### src/rtl/sync_fifo_thr.sv
`default_nettype none
// +------------------------------------------------------------------------+
// | sync_fifo_thr: any-depth synchronous FIFO with occupancy, thresholds,   |
// | high-water mark and flush. Optional macro: SYNC_FIFO_BYPASS_EN.         |
// | Revision: 1.0                                                          |
// +------------------------------------------------------------------------+
module sync_fifo_thr #(
  parameter int DATA_WIDTH = 32,
  parameter int FIFO_DEPTH = 4,
  parameter int AFULL_THR  = FIFO_DEPTH - 1,
  parameter int AEMPTY_THR = 1,
  localparam int CW        = $clog2(FIFO_DEPTH + 1)
) (
  input  logic                  clk,
  input  logic                  rst_n,
  input  logic [DATA_WIDTH-1:0] push_data_i,
  input  logic                  push_valid_i,
  output logic                  push_grant_o,
  input  logic                  pop_grant_i,
  output logic [DATA_WIDTH-1:0] pop_data_o,
  output logic                  pop_valid_o,
  input  logic                  flush_i,
  output logic [CW-1:0]         occupancy_o,
  output logic                  almost_full_o,
  output logic                  almost_empty_o,
  output logic [CW-1:0]         hwm_o
);

  localparam int PW = $clog2(FIFO_DEPTH);

  localparam logic [PW-1:0] c_last_ptr = PW'(FIFO_DEPTH - 1);
  localparam logic [CW-1:0] c_depth    = CW'(FIFO_DEPTH);
  localparam logic [CW-1:0] c_afull    = CW'(AFULL_THR);
  localparam logic [CW-1:0] c_aempty   = CW'(AEMPTY_THR);

  logic [DATA_WIDTH-1:0] r_mem [0:FIFO_DEPTH-1];
  logic [PW-1:0]         r_wp;
  logic [PW-1:0]         r_rp;
  logic [CW-1:0]         r_cnt;
  logic [CW-1:0]         r_hwm;

  logic          w_empty;
  logic          w_full;
  logic          w_push;
  logic          w_pop;
  logic          w_bypass_xfer;
  logic          w_wr;
  logic          w_rd;
  logic [PW-1:0] w_wp_next;
  logic [PW-1:0] w_rp_next;
  logic [CW-1:0] w_cnt_next;
  logic [CW-1:0] w_hwm_next;

  assign w_empty = (r_cnt == '0);
  assign w_full  = (r_cnt == c_depth);

  // Full refuses a push even when a pop completes in the same cycle.
  assign push_grant_o = ~flush_i & ~w_full;

`ifdef SYNC_FIFO_BYPASS_EN
  logic w_bypass_sel;

  assign w_bypass_sel  = w_empty & ~flush_i;
  assign w_bypass_xfer = w_bypass_sel & push_valid_i & pop_grant_i;
  assign pop_valid_o   = w_bypass_sel ? push_valid_i : (~flush_i & ~w_empty);
  assign pop_data_o    = w_bypass_sel ? push_data_i  : r_mem[r_rp];
`else
  assign w_bypass_xfer = 1'b0;
  assign pop_valid_o   = ~flush_i & ~w_empty;
  assign pop_data_o    = r_mem[r_rp];
`endif

  assign w_push = push_valid_i & push_grant_o;
  assign w_pop  = pop_valid_o & pop_grant_i;

  // A bypassed word never touches storage, pointers or the count.
  assign w_wr = w_push & ~w_bypass_xfer;
  assign w_rd = w_pop & ~w_bypass_xfer;

  assign w_wp_next = (r_wp == c_last_ptr) ? '0 : r_wp + PW'(1);
  assign w_rp_next = (r_rp == c_last_ptr) ? '0 : r_rp + PW'(1);

  always_comb begin
    w_cnt_next = r_cnt;
    if (w_wr && !w_rd) begin
      w_cnt_next = r_cnt + CW'(1);
    end else if (w_rd && !w_wr) begin
      w_cnt_next = r_cnt - CW'(1);
    end
  end

  assign w_hwm_next = (w_cnt_next > r_hwm) ? w_cnt_next : r_hwm;

  always_ff @(posedge clk or negedge rst_n) begin
    if (!rst_n) begin
      r_wp  <= '0;
      r_rp  <= '0;
      r_cnt <= '0;
      r_hwm <= '0;
    end else if (flush_i) begin
      r_wp  <= '0;
      r_rp  <= '0;
      r_cnt <= '0;
      r_hwm <= '0;
    end else begin
      if (w_wr) begin
        r_wp <= w_wp_next;
      end
      if (w_rd) begin
        r_rp <= w_rp_next;
      end
      r_cnt <= w_cnt_next;
      r_hwm <= w_hwm_next;
    end
  end

  // Storage is deliberately left unreset; only pointers define validity.
  always_ff @(posedge clk) begin
    if (w_wr) begin
      r_mem[r_wp] <= push_data_i;
    end
  end

  assign occupancy_o    = r_cnt;
  assign hwm_o          = r_hwm;
  assign almost_full_o  = (r_cnt >= c_afull);
  assign almost_empty_o = (r_cnt <= c_aempty);

endmodule
`default_nettype wire

### config.mk
export PLATFORM = sky130hd
export DESIGN_NAME = sync_fifo_thr
export DESIGN_NICKNAME = d
export VERILOG_FILES = /design/src/rtl/sync_fifo_thr.sv
export SDC_FILE = /design/constraint.sdc
export NUM_CORES = 1
export LEC_CHECK = 0
export ABC_AREA = 0
export CAP_MARGIN = 20
export CORE_ASPECT_RATIO = 2
export CORE_UTILIZATION = 62
export CTS_CLUSTER_DIAMETER = 100
export DETAILED_ROUTE_END_ITERATION = 12
export DONT_BUFFER_PORTS = 1
export PLACE_DENSITY = 0.81
export SETUP_SLACK_MARGIN = 0.3
export SKIP_LAST_GASP = 1
export SLEW_MARGIN = 20
export SYNTH_ARGS = -nofsm -noshare
export SYNTH_HDL_FRONTEND = slang
export SYNTH_SLANG_ARGS = --single-unit
### constraint.sdc
create_clock -name clk -period 3.1 [get_ports clk]
set_input_delay 0.62 -clock clk [delete_from_list [all_inputs] [get_ports clk]]
set_output_delay 0.62 -clock clk [all_outputs]
set_load 0.005 [all_outputs]
* Word level (Yosys, flattened, before mapping)
Memories as Yosys holds them, arrays and structs flattened.
Cells that the tools add are included.
W data, S select, Z words.
** Storage, ports and cells
- Memories :: 1
- Memory bits (writable) :: 128
- Logic and storage cells :: 43
- Bits in registers :: 10
** Cells by class
- Order comparisons :: 3
- Reductions and logical operators :: 8
- $add $sub $neg :: 4
- Mux-type cells :: 13
- Bitwise gates (word level) :: 7
- Eq/ne operators :: 3
** Memories
- r_mem :: depth 4, bits a word 32, rd ports 1, clocked after Yosys merged registers in 0, wr ports 1, line 36 : logic [DATA_WIDTH-1:0] r_mem [0:FIFO_DEPTH-1];
** Operators by type and width (count)
- $mux W3 :: 5
- $mux W2 :: 6
- $reduce_bool A2 Y1 :: 3
- $add A2 B1 Y2 const B :: 2
- $and A1 B1 Y1 :: 4
- $eq A2 B2 Y1 const B :: 2
- $add A3 B1 Y3 const B :: 1
- $eq A3 B3 Y1 const B :: 1
- $ge A3 B2 Y1 const B :: 1
- $gt A3 B3 Y1 :: 1
- $le A3 B1 Y1 const B :: 1
- $logic_not A3 Y1 :: 1
- $not A1 Y1 :: 3
- $sub A3 B1 Y3 const B :: 1
- $logic_and A1 B1 Y1 :: 2
- $logic_not A1 Y1 :: 2
- $mux W1 :: 2

* Depth between registers and ports, before layout
- Depth after elaboration :: 11
- Depth in mapped cells :: 11

* Least setup slack after synthesis
OpenSTA, ideal clock, no wires.
- Path kind :: register to register
- Start point :: register r_cnt[0], in the netlist occupancy_o[0]
- End point :: register r_hwm[1], in the netlist hwm_o[1]
- Stages on the path, launching flop included :: 11
- Setup time :: 0.147 ns
- Path slack :: 0.424 ns
- Path buffers :: 0
- Period minus slack after synthesis :: 2.676 ns
- Arrival time :: 2.529 ns
- Cells stage by stage :: dfrtp_1 -> inv_1 -> ha_1 -> and3b_1 -> a211o_1 -> or3_4 -> and2_1 -> ha_1 -> a31oi_1 -> and2_1 -> a311oi_1
** Between the ends
- Word-level cells in the longest chain between the ends :: 10
** Ends and longest elaborated chain
- start, declared :: line 39 : logic [CW-1:0] r_cnt;
- start signal, assigned :: line 112 : r_cnt <= w_cnt_next;
- $eq A3 B3 Y1 :: line 55 : assign w_full = (r_cnt == c_depth);
- $not A1 Y1 :: line 58 : assign push_grant_o = ~flush_i & ~w_full;
- $and A1 B1 Y1 :: line 58
- $and A1 B1 Y1 :: line 73 : assign w_push = push_valid_i & push_grant_o;
- $logic_not A1 Y1 :: line 87 : end else if (w_rd && !w_wr) begin
- $logic_and A1 B1 Y1 :: line 87
- $mux W3 :: line 87
- $mux W3 (*) :: line 85 : if (w_wr && !w_rd) begin
- $gt A3 B3 Y1 or $mux W3 (tied branches) :: line 92 : assign w_hwm_next = (w_cnt_next > r_hwm) ? w_cnt_next : r_hwm;
- $reduce_bool A2 Y1 (no source line) or $mux W3 (tied branches)
- end signal, assigned :: line 113 : r_hwm <= w_hwm_next;
- end, declared :: line 40 : logic [CW-1:0] r_hwm;
Mark *: on every way between the ends. The rest lies on a longest branch, timed or not. The select of a mux whose other input is x is not followed.
A chain may end at the register's enable or synchronous reset.

* Worst setup path after layout
- Start point :: register r_cnt[1], in the netlist occupancy_o[1]
- End point :: register r_hwm[1], in the netlist hwm_o[1]
The elaborated chain is that of the path after synthesis.

==> results by group <==
Die
  • Chip Width: 68.3 µm
  • Core ar.: 8590 µm²
  • I/O pin count: 79
  • Initial Util: 0.634
  • DIE HEIGHT: 135 µm
  • Row Count: 48
  • Die area: 9180 µm²

Synth
  • Synth top cells by count: 128 x edfxtp_1, 32 x mux4_2, 13 x ha_1
  • Syn Inst Count: 263
  • Yosys reg bits: 138
  • Top-area cell type share of the netlist area: 0.706
  • Number of synthesized flops with an enable pin: 128
  • Cell Area, Synth: 5450 µm²
  • Cell taking the most area after synthesis: edfxtp_1
  • Syn nets: 313
  • Largest cells by area after synthesis: edfxtp_1 71%, mux4_2 13%, dfrtp_1 4.6%
  • Most frequent cell after synthesis: edfxtp_1
  • Syn Area/Cell: 20.7 µm²
  • Leading register cell type out of synthesis: edfxtp_1
  • Register area share after synthesis: 0.752
  • Ys async rst share: 0.0725
  • Yosys Warn Count: 0
  • Netlist cell types: 37

Job
  • Max-cap violations: 0

Clock network
  • Clock buffer depth: 2
  • Htree depth: 4
  • CTS clk-pin slew, worst paths: 0.05 ns
  • Clock sink count: 138
  • CTS buffer count: 17
  • CTS tree: yes
  • Root Driver: clkbuf_16
  • Worst-Skew Late Latency: 0.40 ns

Timing
  • Tmin final: 2.73 ns
  • Max-slew violation count: 0
  • Normalized max-slew margin: 0.513
  • Hold Fails Final Rpt: 0
  • Worst Tran Pin Value: 0.731 ns
  • Fin crit share: 0.881
  • Setup repair after global routing missed its margin: no
  • Max Freq: 0.366 GHz
  • Post-route clock skew: 0.00589 ns
  • Final setup violating endpoints: 0
  • Setup TNS Final: 0 ns

Global route
  • GRT Total Usage: 0.238
  • Initial antenna violation count: 0
  • Global-route wire length before repair: 14.6 mm
  • Grt ovf: 0
  • Number of global-route vias before repair: 2759
  • Largest net degree at the start of global routing: 33

Hold path
  • Worst Hold Class: in -> reg

Routing
  • Drc violations: 0
  • Drt total wl: 9.70 mm
  • DRT Pass-1 Iters: 4
  • Via density: 6.56
  • Vias: 2585
  • Post-route ant nets: 0
  • Drt initial violations: 241
  • Post-detailed-route wirelength per cell: 24.6 µm

Place
  • Routability Congestion: 0.804
  • HPWL Detailed: 6.06 mm
  • Buffers on Ports: 0
  • Placed cells: 360

Run status
  • Outcome: finished, final reports clean

Worst setup path
  • Crit Path Category: reg -> reg
  • Crit path launch: occupancy_o[1]
  • Reg2reg start: occupancy_o[1]
  • Worst R2R Path Depth: 10
  • Setup slack, reg-to-reg: 0.37 ns
  • Critical Path End: hwm_o[1]
  • Crit path launch type: flip-flop
  • Reg2reg end: hwm_o[1]
  • Critical path required time: 3.41 ns
  • Crit-path max FO: 8
  • CP arrival: 3.04 ns
  • CP endpoint kind: flip-flop

Power
  • Pwr dens: 748 nW/µm²
  • Worst IR drop on VDD: 0.595 mV
  • Leakage power: 2.10 nW

Layout
  • Final core occ: 0.740
  • Antenna cells: 0
  • Layout Nets: 331
  • Number of fill cells: 448
  • Fraction of layout cells with a size suffix above 1: 0.330
  • Layout area overhead: 16.7%
  • Fin cells: 394
flip-flops by register name, indices dropped and copies added, names as in the netlist:
signal,count
hwm_o,3
r_rp,2
r_wp,2
r_mem,128
occupancy_o,3
where the power goes:
part,switching (W),internal (W)
Combinational,0.000269,0.000258
Sequential,0.0000663,0.00213
Clock,0.000706,0.00133
cell families (layout without fill, tap and decap cells):
| logic type | count (synthesis) | in the layout | synth area share |
|---|---|---|---|
| AOI/OAI and AO/OA | 27 | 27 | 0.0354 |
| adders and majority gates | 13 | 13 | 0.0299 |
| and+or+nand+nor | 29 | 29 | 0.0308 |
| muxes | 33 | 33 | 0.134 |
| DFF | 138 | 138 | 0.752 |
| buffers and inverters | 23 | 54 | 0.0177 |
cell type report:
cell class	instances	area, µm²	area share
flip-flops and latches	138	4100	0.645
multi-input cells	102	1340	0.211
clock buffers	22	474	0.0746
clock inverters	10	141	0.0222
repair buffers	11	135	0.0213
well taps	100	125	0.0197
inverters	11	43.8	0.00689
routing by layer:
| layer | routed length [µm] | up-vias | GRT usage |
|---|---|---|---|
| li1 | - | 1118 | - |
| met1 | 3360 | 1345 | 0.249 |
| met2 | 5370 | 96 | 0.386 |
| met3 | 598 | 26 | 0.0971 |
| met4 | 376 | 0 | 0.139 |
| met5 | 0 | - | 0 |
worst max-delay path, stage by stage (launching register included):
cell and delay, ns:
dfrtp_2 0.45, inv_4 0.10, ha_4 0.19, nor2b_1 0.09, a211o_1 0.34, or3_4 0.37, and2_1 0.17, ha_1 0.28
a31oi_2 0.25, a21oi_1 0.14, a311oi_2 0.26
stage by stage:
stage               power [W]  instance area [µm²]  setup WS (ns)  hold slack [ns]
floorplan             0.00256                 5450          0.424            0.324
global placement      0.00266                 5640          0.293            0.325
detailed placement    0.00268                 5640         0.0690            0.325
CTS                   0.00474                 6310          0.334            0.253
global route          0.00491                 6360          0.291            0.244
finish                0.00476                 6360          0.368            0.270
what timing repair did:
item,CTS,global route
setup buffers,0,1
setup endpoints to repair,3,3
gates resized for setup,9,11
endpoints found under the hold margin,10,0
hold buffers,1,0
layout by cell type, fill, tap and decap left out, types with 4 or more instances in the layout:
cell type / instances
clkbuf_16: 17
buf_12: 4
nand2_1: 4
nor2_1: 5
buf_4: 6
edfxtp_1: 128
dfrtp_1: 7
ha_1: 12
mux4_2: 32
a21oi_1: 8
and3_2: 4
inv_1: 9
worst min-delay path by stage:
stage	startpoint	end	slack [ns]	cells past startpoint
after global placement	rst_n	occupancy_o[1]	0.32	0
after CTS	flush_i	hwm_o[0]	0.25	1
after floorplan	rst_n	hwm_o[0]	0.32	0
after global routing	flush_i	hwm_o[0]	0.24	1
after detailed placement	rst_n	occupancy_o[1]	0.32	0
final	flush_i	hwm_o[0]	0.27	1
(Power assumes the default switching activity.)
